### src/rtl/spi_mem_bridge.sv
// SPI master bridge between the rv32e core and two SPI memories (flash/RAM).
// One CPU request becomes one SPI mode-0 transaction: opcode, 24-bit address,
// then 1/2/4 data bytes. Read results are assembled little-endian by byte.
module spi_mem_bridge #(
    parameter int         CLK_DIV   = 1,
    parameter logic [7:0] CMD_READ  = 8'h03,
    parameter logic [7:0] CMD_WRITE = 8'h02
) (
    input  logic        clk,
    input  logic        rst_n,
    input  logic        start_request,
    input  logic        is_write,
    input  logic        is_data_fetch,
    input  logic [2:0]  num_bytes,
    input  logic [31:0] target_address,
    input  logic [31:0] write_value,
    output logic [31:0] fetched_instruction,
    output logic [31:0] fetched_data,
    output logic        request_done,
    output logic        sclk,
    output logic        mosi,
    input  logic        miso,
    output logic        cs1,
    output logic        cs2
);

    localparam int               DIV_W    = (CLK_DIV > 1) ? $clog2(CLK_DIV) : 1;
    localparam logic [DIV_W-1:0] DIV_LAST = DIV_W'(CLK_DIV - 1);

    // START is the single setup cycle between latching the request and
    // asserting chip select with the first opcode bit on mosi.
    typedef enum logic [2:0] {
        IDLE,
        START,
        CMD,
        ADDR,
        DATA,
        DONE
    } state_t;

    state_t           state_q, state_d;
    logic [DIV_W-1:0] div_q, div_d;
    logic [5:0]       bit_q, bit_d;
    logic [2:0]       n_q, n_d;
    logic             write_q, write_d;
    logic             fetch_q, fetch_d;
    logic             chip_q, chip_d;
    logic [63:0]      sr_q, sr_d;
    logic [31:0]      rx_q, rx_d;
    logic             sclk_q, sclk_d;
    logic             mosi_q, mosi_d;
    logic             cs1_q, cs1_d;
    logic             cs2_q, cs2_d;
    logic [31:0]      instr_q, instr_d;
    logic [31:0]      data_q, data_d;
    logic [5:0]       last_bit;
    logic             unused_addr;

    assign unused_addr = ^target_address[31:25];

    // Next-state logic: request latch, bit timing, shifting and result write-back.
    always_comb begin
        state_d  = state_q;
        div_d    = div_q;
        bit_d    = bit_q;
        n_d      = n_q;
        write_d  = write_q;
        fetch_d  = fetch_q;
        chip_d   = chip_q;
        sr_d     = sr_q;
        rx_d     = rx_q;
        sclk_d   = sclk_q;
        mosi_d   = mosi_q;
        cs1_d    = cs1_q;
        cs2_d    = cs2_q;
        instr_d  = instr_q;
        data_d   = data_q;
        last_bit = 6'd31 + {n_q, 3'b000};

        case (state_q)
            IDLE: begin
                sclk_d = 1'b0;
                mosi_d = 1'b0;
                cs1_d  = 1'b1;
                cs2_d  = 1'b1;
                if (start_request) begin
                    write_d = is_write;
                    fetch_d = is_data_fetch;
                    chip_d  = target_address[24];
                    sr_d    = {(is_write ? CMD_WRITE : CMD_READ),
                               target_address[23:0],
                               (is_write ? write_value : 32'h0)};
                    rx_d    = '0;
                    div_d   = '0;
                    bit_d   = '0;
                    case (num_bytes)
                        3'd0:    n_d = 3'd0;
                        3'd1:    n_d = 3'd1;
                        3'd2:    n_d = 3'd2;
                        3'd3:    n_d = 3'd2;
                        default: n_d = 3'd4;
                    endcase
                    if (num_bytes == 3'd0) begin
                        state_d = DONE;
                    end else begin
                        state_d = START;
                    end
                end
            end

            START: begin
                if (!start_request) begin
                    state_d = IDLE;
                end else begin
                    cs1_d   = chip_q;
                    cs2_d   = !chip_q;
                    mosi_d  = sr_q[63];
                    sr_d    = {sr_q[62:0], 1'b0};
                    div_d   = '0;
                    bit_d   = '0;
                    state_d = CMD;
                end
            end

            CMD, ADDR, DATA: begin
                if (!start_request) begin
                    state_d = IDLE;
                    sclk_d  = 1'b0;
                    mosi_d  = 1'b0;
                    cs1_d   = 1'b1;
                    cs2_d   = 1'b1;
                end else if (div_q != DIV_LAST) begin
                    div_d = div_q + 1'b1;
                end else begin
                    div_d = '0;
                    if (!sclk_q) begin
                        sclk_d = 1'b1;
                        if (state_q == DATA && !write_q) begin
                            rx_d[{bit_q[4:3], ~bit_q[2:0]}] = miso;
                        end
                    end else begin
                        sclk_d = 1'b0;
                        if (bit_q == last_bit) begin
                            state_d = DONE;
                            mosi_d  = 1'b0;
                            cs1_d   = 1'b1;
                            cs2_d   = 1'b1;
                            if (!write_q) begin
                                if (fetch_q) begin
                                    data_d = rx_q;
                                end else begin
                                    instr_d = rx_q;
                                end
                            end
                        end else begin
                            bit_d  = bit_q + 6'd1;
                            mosi_d = sr_q[63];
                            sr_d   = {sr_q[62:0], 1'b0};
                            if (bit_q == 6'd7) begin
                                state_d = ADDR;
                            end else if (bit_q == 6'd31) begin
                                state_d = DATA;
                            end
                        end
                    end
                end
            end

            DONE: begin
                if (!start_request) begin
                    state_d = IDLE;
                end
            end

            default: begin
                state_d = IDLE;
            end
        endcase
    end

    // State and datapath registers with asynchronous active-low reset.
    always_ff @(posedge clk or negedge rst_n) begin
        if (!rst_n) begin
            state_q <= IDLE;
            div_q   <= '0;
            bit_q   <= '0;
            n_q     <= '0;
            write_q <= 1'b0;
            fetch_q <= 1'b0;
            chip_q  <= 1'b0;
            sr_q    <= '0;
            rx_q    <= '0;
            sclk_q  <= 1'b0;
            mosi_q  <= 1'b0;
            cs1_q   <= 1'b1;
            cs2_q   <= 1'b1;
            instr_q <= '0;
            data_q  <= '0;
        end else begin
            state_q <= state_d;
            div_q   <= div_d;
            bit_q   <= bit_d;
            n_q     <= n_d;
            write_q <= write_d;
            fetch_q <= fetch_d;
            chip_q  <= chip_d;
            sr_q    <= sr_d;
            rx_q    <= rx_d;
            sclk_q  <= sclk_d;
            mosi_q  <= mosi_d;
            cs1_q   <= cs1_d;
            cs2_q   <= cs2_d;
            instr_q <= instr_d;
            data_q  <= data_d;
        end
    end

    assign fetched_instruction = instr_q;
    assign fetched_data        = data_q;
    assign request_done        = (state_q == DONE);
    assign sclk                = sclk_q;
    assign mosi                = mosi_q;
    assign cs1                 = cs1_q;
    assign cs2                 = cs2_q;

endmodule

### config.mk
export PLATFORM = sky130hd
export DESIGN_NAME = spi_mem_bridge
export DESIGN_NICKNAME = d
export VERILOG_FILES = /design/src/rtl/spi_mem_bridge.sv
export SDC_FILE = /design/constraint.sdc
export NUM_CORES = 1
export LEC_CHECK = 0
export ABC_AREA = 1
export CAP_MARGIN = 40
export CELL_PAD_IN_SITES_DETAIL_PLACEMENT = 0
export CELL_PAD_IN_SITES_GLOBAL_PLACEMENT = 1
export CORE_ASPECT_RATIO = 0.7
export CORE_MARGIN = 2
export CORE_UTILIZATION = 43
export DETAILED_ROUTE_END_ITERATION = 12
export PLACE_DENSITY_LB_ADDON = 0.1
export SLEW_MARGIN = 20
export SYNTH_ARGS = -nofsm -noshare
export SYNTH_HDL_FRONTEND = slang
export SYNTH_SLANG_ARGS = --single-unit
### constraint.sdc
create_clock -name clk -period 4.6 [get_ports clk]
set_input_delay 0.92 -clock clk [delete_from_list [all_inputs] [get_ports clk]]
set_output_delay 0.92 -clock clk [all_outputs]
set_load 0.02 [all_outputs]
==> results of run 1 <==
## Yosys cell counts (all sizes together)
master	n
a211oi	1
a21oi	34
buf	39
clkbuf	12
clkinv	1
dfrtp	177
dfstp	2
ha	5
inv	217
nand2	252
nand3	36
nand3b	1
nand4	1
nor2	56
nor3	1
o21ai	190
o22ai	32
xor2	3
## metal layers
layer,routed length (um),vias up,GRT usage (%)
li1,-,3534,-
met1,10400,3078,29.0
met2,7850,127,27.0
met3,815,4,4.52
met4,59,0,3.31
met5,0,-,0
## power by group through the flow
stage / sequential, uW / combinational (uW) / clock [uW]
6_report: 1940 / 1580 / 1560
5_1_grt: 1970 / 1820 / 1660
4_1_cts: 1950 / 1610 / 1590
3_5_place_dp: 1970 / 1600 / 0
3_3_place_gp: 1970 / 1580 / 0
2_1_floorplan: 1960 / 1280 / 0
## registers in the layout (all words and copies together) (netlist names), 3 cells and up
register             count
bit_q                    6
fetched_data            32
fetched_instruction     32
n_q                      3
rx_q                    32
sr_q                    64
state_q                  3
## critical path, stage by stage, from the launching register on
cell and delay, ps:
dfrtp_1 540, inv_2 70, nor2_1 180, clkdlybuf4s50_1 630
## final cells by class
cell class	instances	area (um2)
clock inverters	12	166
well taps	270	338
inverters	218	818
flip-flops and latches	179	4480
clock buffers	20	467
multi-input cells	612	3040
fillers	1900	8990
repair buffers	145	1490
## logic make-up (layout without fill, tap and decap cells)
| logic type | after synthesis | count (layout) | synth area share [%] |
|---|---|---|---|
| XOR/XNOR | 3 | 3 | 0.303 |
| flip-flops | 179 | 179 | 51.7 |
| AO/OA/AOI/OAI | 257 | 257 | 17.5 |
| adder cells (fa/ha/maj) | 5 | 5 | 0.721 |
| AND/OR/NAND/NOR | 347 | 347 | 16.5 |
| buffers and inverters | 269 | 395 | 13.3 |
## worst max path at each step
stage | endpoint | depth (start not counted)
2_1_floorplan | rx_q[24]$_DFFE_PN0P_ | 6
3_3_place_gp | fetched_data[8]$_DFFE_PN0P_ | 10
3_5_place_dp | fetched_data[8]$_DFFE_PN0P_ | 10
4_1_cts | request_done | 3
5_1_grt | request_done | 3
6_report | request_done | 3
## per-stage QoR
step,utilization (%),worst slack (ps),hold slack (ps),power [uW]
5_1_grt,54.6,1690,502,5460
6_report,54.6,1840,476,5080
3_3_place_gp,51.1,1390,458,3550
2_1_floorplan,-,2730,454,3250
3_5_place_dp,51.1,1380,464,3570
4_1_cts,54.3,1820,480,5140
==> results.toml, run 1 <==
[layout]
stdcell_count = 1456
insertedDiodeCount = 0
final_cell_mix = "nand2_1 (246), inv_1 (203), dfrtp_1 (177)"
drive_gt1_share_pct = 10.5
stdcell_area_um2 = 10800
fin_nets = 1251
area_growth_pct = 24.5
final_common_cell = "nand2_1"

[logic_synthesis]
synth_area_leaders = "dfrtp_1 (51%), nand2_1 (11%), inv_1 (8.8%), o21ai_2 (5.0%), o21ai_1 (4.8%)"
postSynthCellCount = 1060
synth_area_leader_cell = "dfrtp_1"
avgSynthCellArea_um2 = 8.18
seq_area_frac_synth_pct = 51.7
ys_warn_count = 0
synth-seq-cells = 179
yosys.cell_types.count = 29
synth_top_area_share_pct = 51.1
syn-num-nets = 1138
synthesis.area_um2 = 8670

[worst_setup_path]
rrSetupSlack_ps = 2090
cp-startpoint = "state_q[2]$_DFFE_PN0P_"
worstSetupEndpointType = "output port"
critPathKind = "reg -> out"
crit_required_ps = 3680
timing.rr.end = "sr_q[15]$_DFFE_PN0P_"
crit_arrival_ps = 1840
r2r_cells = 12
critPathMaxFanout = 8
r2r-start = "n_q[0]$_DFFE_PN0P_"
startpoint_type = "flop"

[place]
place_area_um2 = 10100
numPortBuffers = 134
routabilityCongestion = 0.794
place_hpwl_um = 12400
placed_cells_incl_taps = 1422

[global_route]
grt_antenna_before_repair = 0
grt_overflow_total = 0
grt_pass1_vias = 6333
grt_pass1_wl_um = 32100
grt_usage_pct = 18.8
grt_start_max_net_pins = 75

[floorplanning]
pin_count = 142
die_x_um = 174
dieArea_um2 = 21300
rows = 43
die_h_um = 123
initial_core_util_pct = 43.8
core-area_um2 = 19800

[worst_hold_path]
min_path_type = "in -> async"

[sta]
period_needed_ps = 2760
tightest_slew_ps = 768
tns_ps = 0
clock_skew_ps = 14.8
final_hold_viol_count = 0
max-slew-margin-rel_pct = 48.7
finalMaxSlewViolations = 0
setup_viol = 0
max_freq_mhz = 363
fin_crit_sh_pct = 59.9
rsz0062_at_grt = "no"

[cts]
cts_hold_buf = 0
clock_latency_ps = 430
cts_resized = 0
h-tree-depth = 4
clkTransAtPathRegs_ps = 80
cts_tree = "yes"
post_cts_buffers = 0
clockBufferDepth = 2
clockRootBuffer = "clkbuf_16"
cts.sinks = 179
cts_buffers = 17

[flow_run]
drv_cap = 0

[detailed_routing]
drc = 0
routed_via_density = 4.63
first_pass_iters = 5
first_iter_violations = 387
routedWlPerCell_um = 13.2
detail-route-antenna-nets = 0
finalWirelength_um = 19200
vias = 6743

[power]
peakVddDrop_mv = 0.232
pwr-share-clk_pct = 30.7
p_sw_uw = 1810
seq_power_share_pct = 38.3
p_int_uw = 3270
combPwrFrac_pct = 31.1
pwr_density_cell_nw_per_um2 = 470
swShare_pct = 35.5
p_leak_uw = 0.00492

[outcome]
outcome = "finished clean"
(Power assumes the default switching activity.)
==> inputs of run 2 (changes only) <==
Settings changed: CORE_UTILIZATION 43 to 36.
Clock period 4.6 ns to 2.3 ns, I/O delays scaled along.
==> run 2 against run 1 <==
Net effect: routed wire length grew 3.0%; combinational power up 110%; final cell count rose by 3.9%; flip-flop and latch count stayed put; critical path depth did not move; clock-buffer cell count is the same; clock power is 81% higher; critical endpoint unchanged; sequential power is 100% higher.
==> results.toml, run 2 (synthesized netlist as in run 1, its figures left out) <==
[global_route]
grt_start_max_net_pins = 80
grt_antenna_before_repair = 0
grt_pass1_wl_um = 33600
grt_pass1_vias = 6539
grt_usage_pct = 16.6
grt_overflow_total = 0

[floorplanning]
dieArea_um2 = 25400
core-area_um2 = 23600
pin_count = 142
die_x_um = 190
initial_core_util_pct = 36.7
rows = 47
die_h_um = 134

[detailed_routing]
vias = 6681
routed_via_density = 4.42
first_pass_iters = 5
routedWlPerCell_um = 13.0
first_iter_violations = 257
finalWirelength_um = 19700
detail-route-antenna-nets = 0
drc = 0

[sta]
period_needed_ps = 2070
max-slew-margin-rel_pct = 70.6
finalMaxSlewViolations = 0
rsz0062_at_grt = "no"
max_freq_mhz = 483
clock_skew_ps = 6.43
tightest_slew_ps = 441
fin_crit_sh_pct = 90.1
worst_slack_ps = 227
setup_viol = 0
final_hold_viol_count = 0
tns_ps = 0

[layout]
drive_gt1_share_pct = 11.1
final_cell_mix = "nand2_1 (246), inv_1 (203), dfrtp_1 (177)"
regArea_um2 = 4480
fillers = 2379
multi_input_area_um2 = 3040
area_growth_pct = 26.4
fin_nets = 1261
insertedDiodeCount = 0
final_util_pct = 46.4
largest_reg_flops = 64
top_register = "sr_q"
stdcell_area_um2 = 11000
final_common_cell = "nand2_1"

[power]
p_leak_uw = 0.00496
peakVddDrop_mv = 0.558
total_power_uw = 10100
pwr_density_cell_nw_per_um2 = 918

[worst_setup_path]
startpoint_type = "flop"
cpMaxStageDelayCell = "dfrtp_1"
critPathKind = "reg -> out"
max_stage_delay_ps = 470
crit_chain = "nand2_1 -> nor2_1 -> dlygate4sd2_1"
critPathMaxFanout = 5
crit_arrival_ps = 1610
worstSetupEndpointType = "output port"
crit_required_ps = 1840

[cts]
clkTransAtPathRegs_ps = 70
cts_tree = "yes"
cts_buffers = 17
clock_latency_ps = 430
clockBufferDepth = 2
post_cts_buffers = 0
cts.sinks = 179
clockRootBuffer = "clkbuf_16"
h-tree-depth = 4

[place]
routabilityCongestion = 0.816
dp_slack_ps = 238
numPortBuffers = 134
place_area_um2 = 10400
place_hpwl_um = 13400

[outcome]
outcome = "finished clean"

[worst_hold_path]
min_path_type = "reg -> reg"

[flow_run]
drv_cap = 0
## run 2: cell count changes in the layout (fill, tap and decap cells not counted), moves of 2 or more
cell and change:
buf_12 +10, buf_16 -2, bufinv_16 -2, clkinv_4 -2
clkinvlp_4 +5, inv_6 -2
## run 2: stage by stage
| step | std cells | hold slack, ps |
|---|---|---|
| finish | 1513 | 474 |
| global route | 1513 | 506 |
| CTS | 1513 | 478 |
| detailed placement | 1481 | 444 |
| global placement | 1481 | 441 |
| floorplan | 1060 | 164 |
## run 2: timing repair
item / in CTS / in global routing
resized for setup: 1 / 0
endpoints found under the hold margin: 28 / 0
setup endpoints to repair: 1 / 0
hold buffers: 1 / 0
## run 2: routing by layer
| metal | vias to the layer above | track usage, % | part of all wire [%] |
|---|---|---|---|
| met1 | 3025 | 25.6 | 56 |
| met2 | 106 | 23.3 | 39 |
| met4 | 0 | 4.31 | 0.90 |
| met5 | - | 0 | 0 |
| li1 | 3538 | - | - |
| met3 | 12 | 3.66 | 4.1 |
## run 2: power by group
part           total, uW  leakage, uW  switching [uW]  internal (uW)
Clock               2830     0.000263            1260           1570
Sequential          3890      0.00225             210           3680
Combinational       3340      0.00245            2160           1180
## run 2: path summary, 6_finish.rpt
check,start,end,slack (ps),cells after the start
worst min register to register,cs1$_DFFE_PN1P_,cs1$_DFFE_PN1P_,470,2
worst max-delay path,state_q[0]$_DFFE_PN0P_,request_done,230,3
worst max register to register,state_q[2]$_DFFE_PN0P_,sr_q[50]$_DFFE_PN0P_,410,10
max in group asynchronous,rst_n,cs2$_DFFE_PN1P_,1070,3
min in group asynchronous,rst_n,sr_q[14]$_DFFE_PN0P_,520,2
worst min-delay path,cs1$_DFFE_PN1P_,cs1$_DFFE_PN1P_,470,2
## run 2: layout make-up
class                   count  area share (%)
well taps                 318            3.63
repair buffers            155            15.1
flip-flops and latches    179            40.9
clock buffers              20            4.26
clock inverters            11           0.936
inverters                 218            7.46
multi-input cells         612            27.8
## run 2: worst max-delay path, delay by kind of cell, from the launching register on
family        cells  cell delay (ps)
simple gates      2              350
buf+inv           1              360
flops             1              470
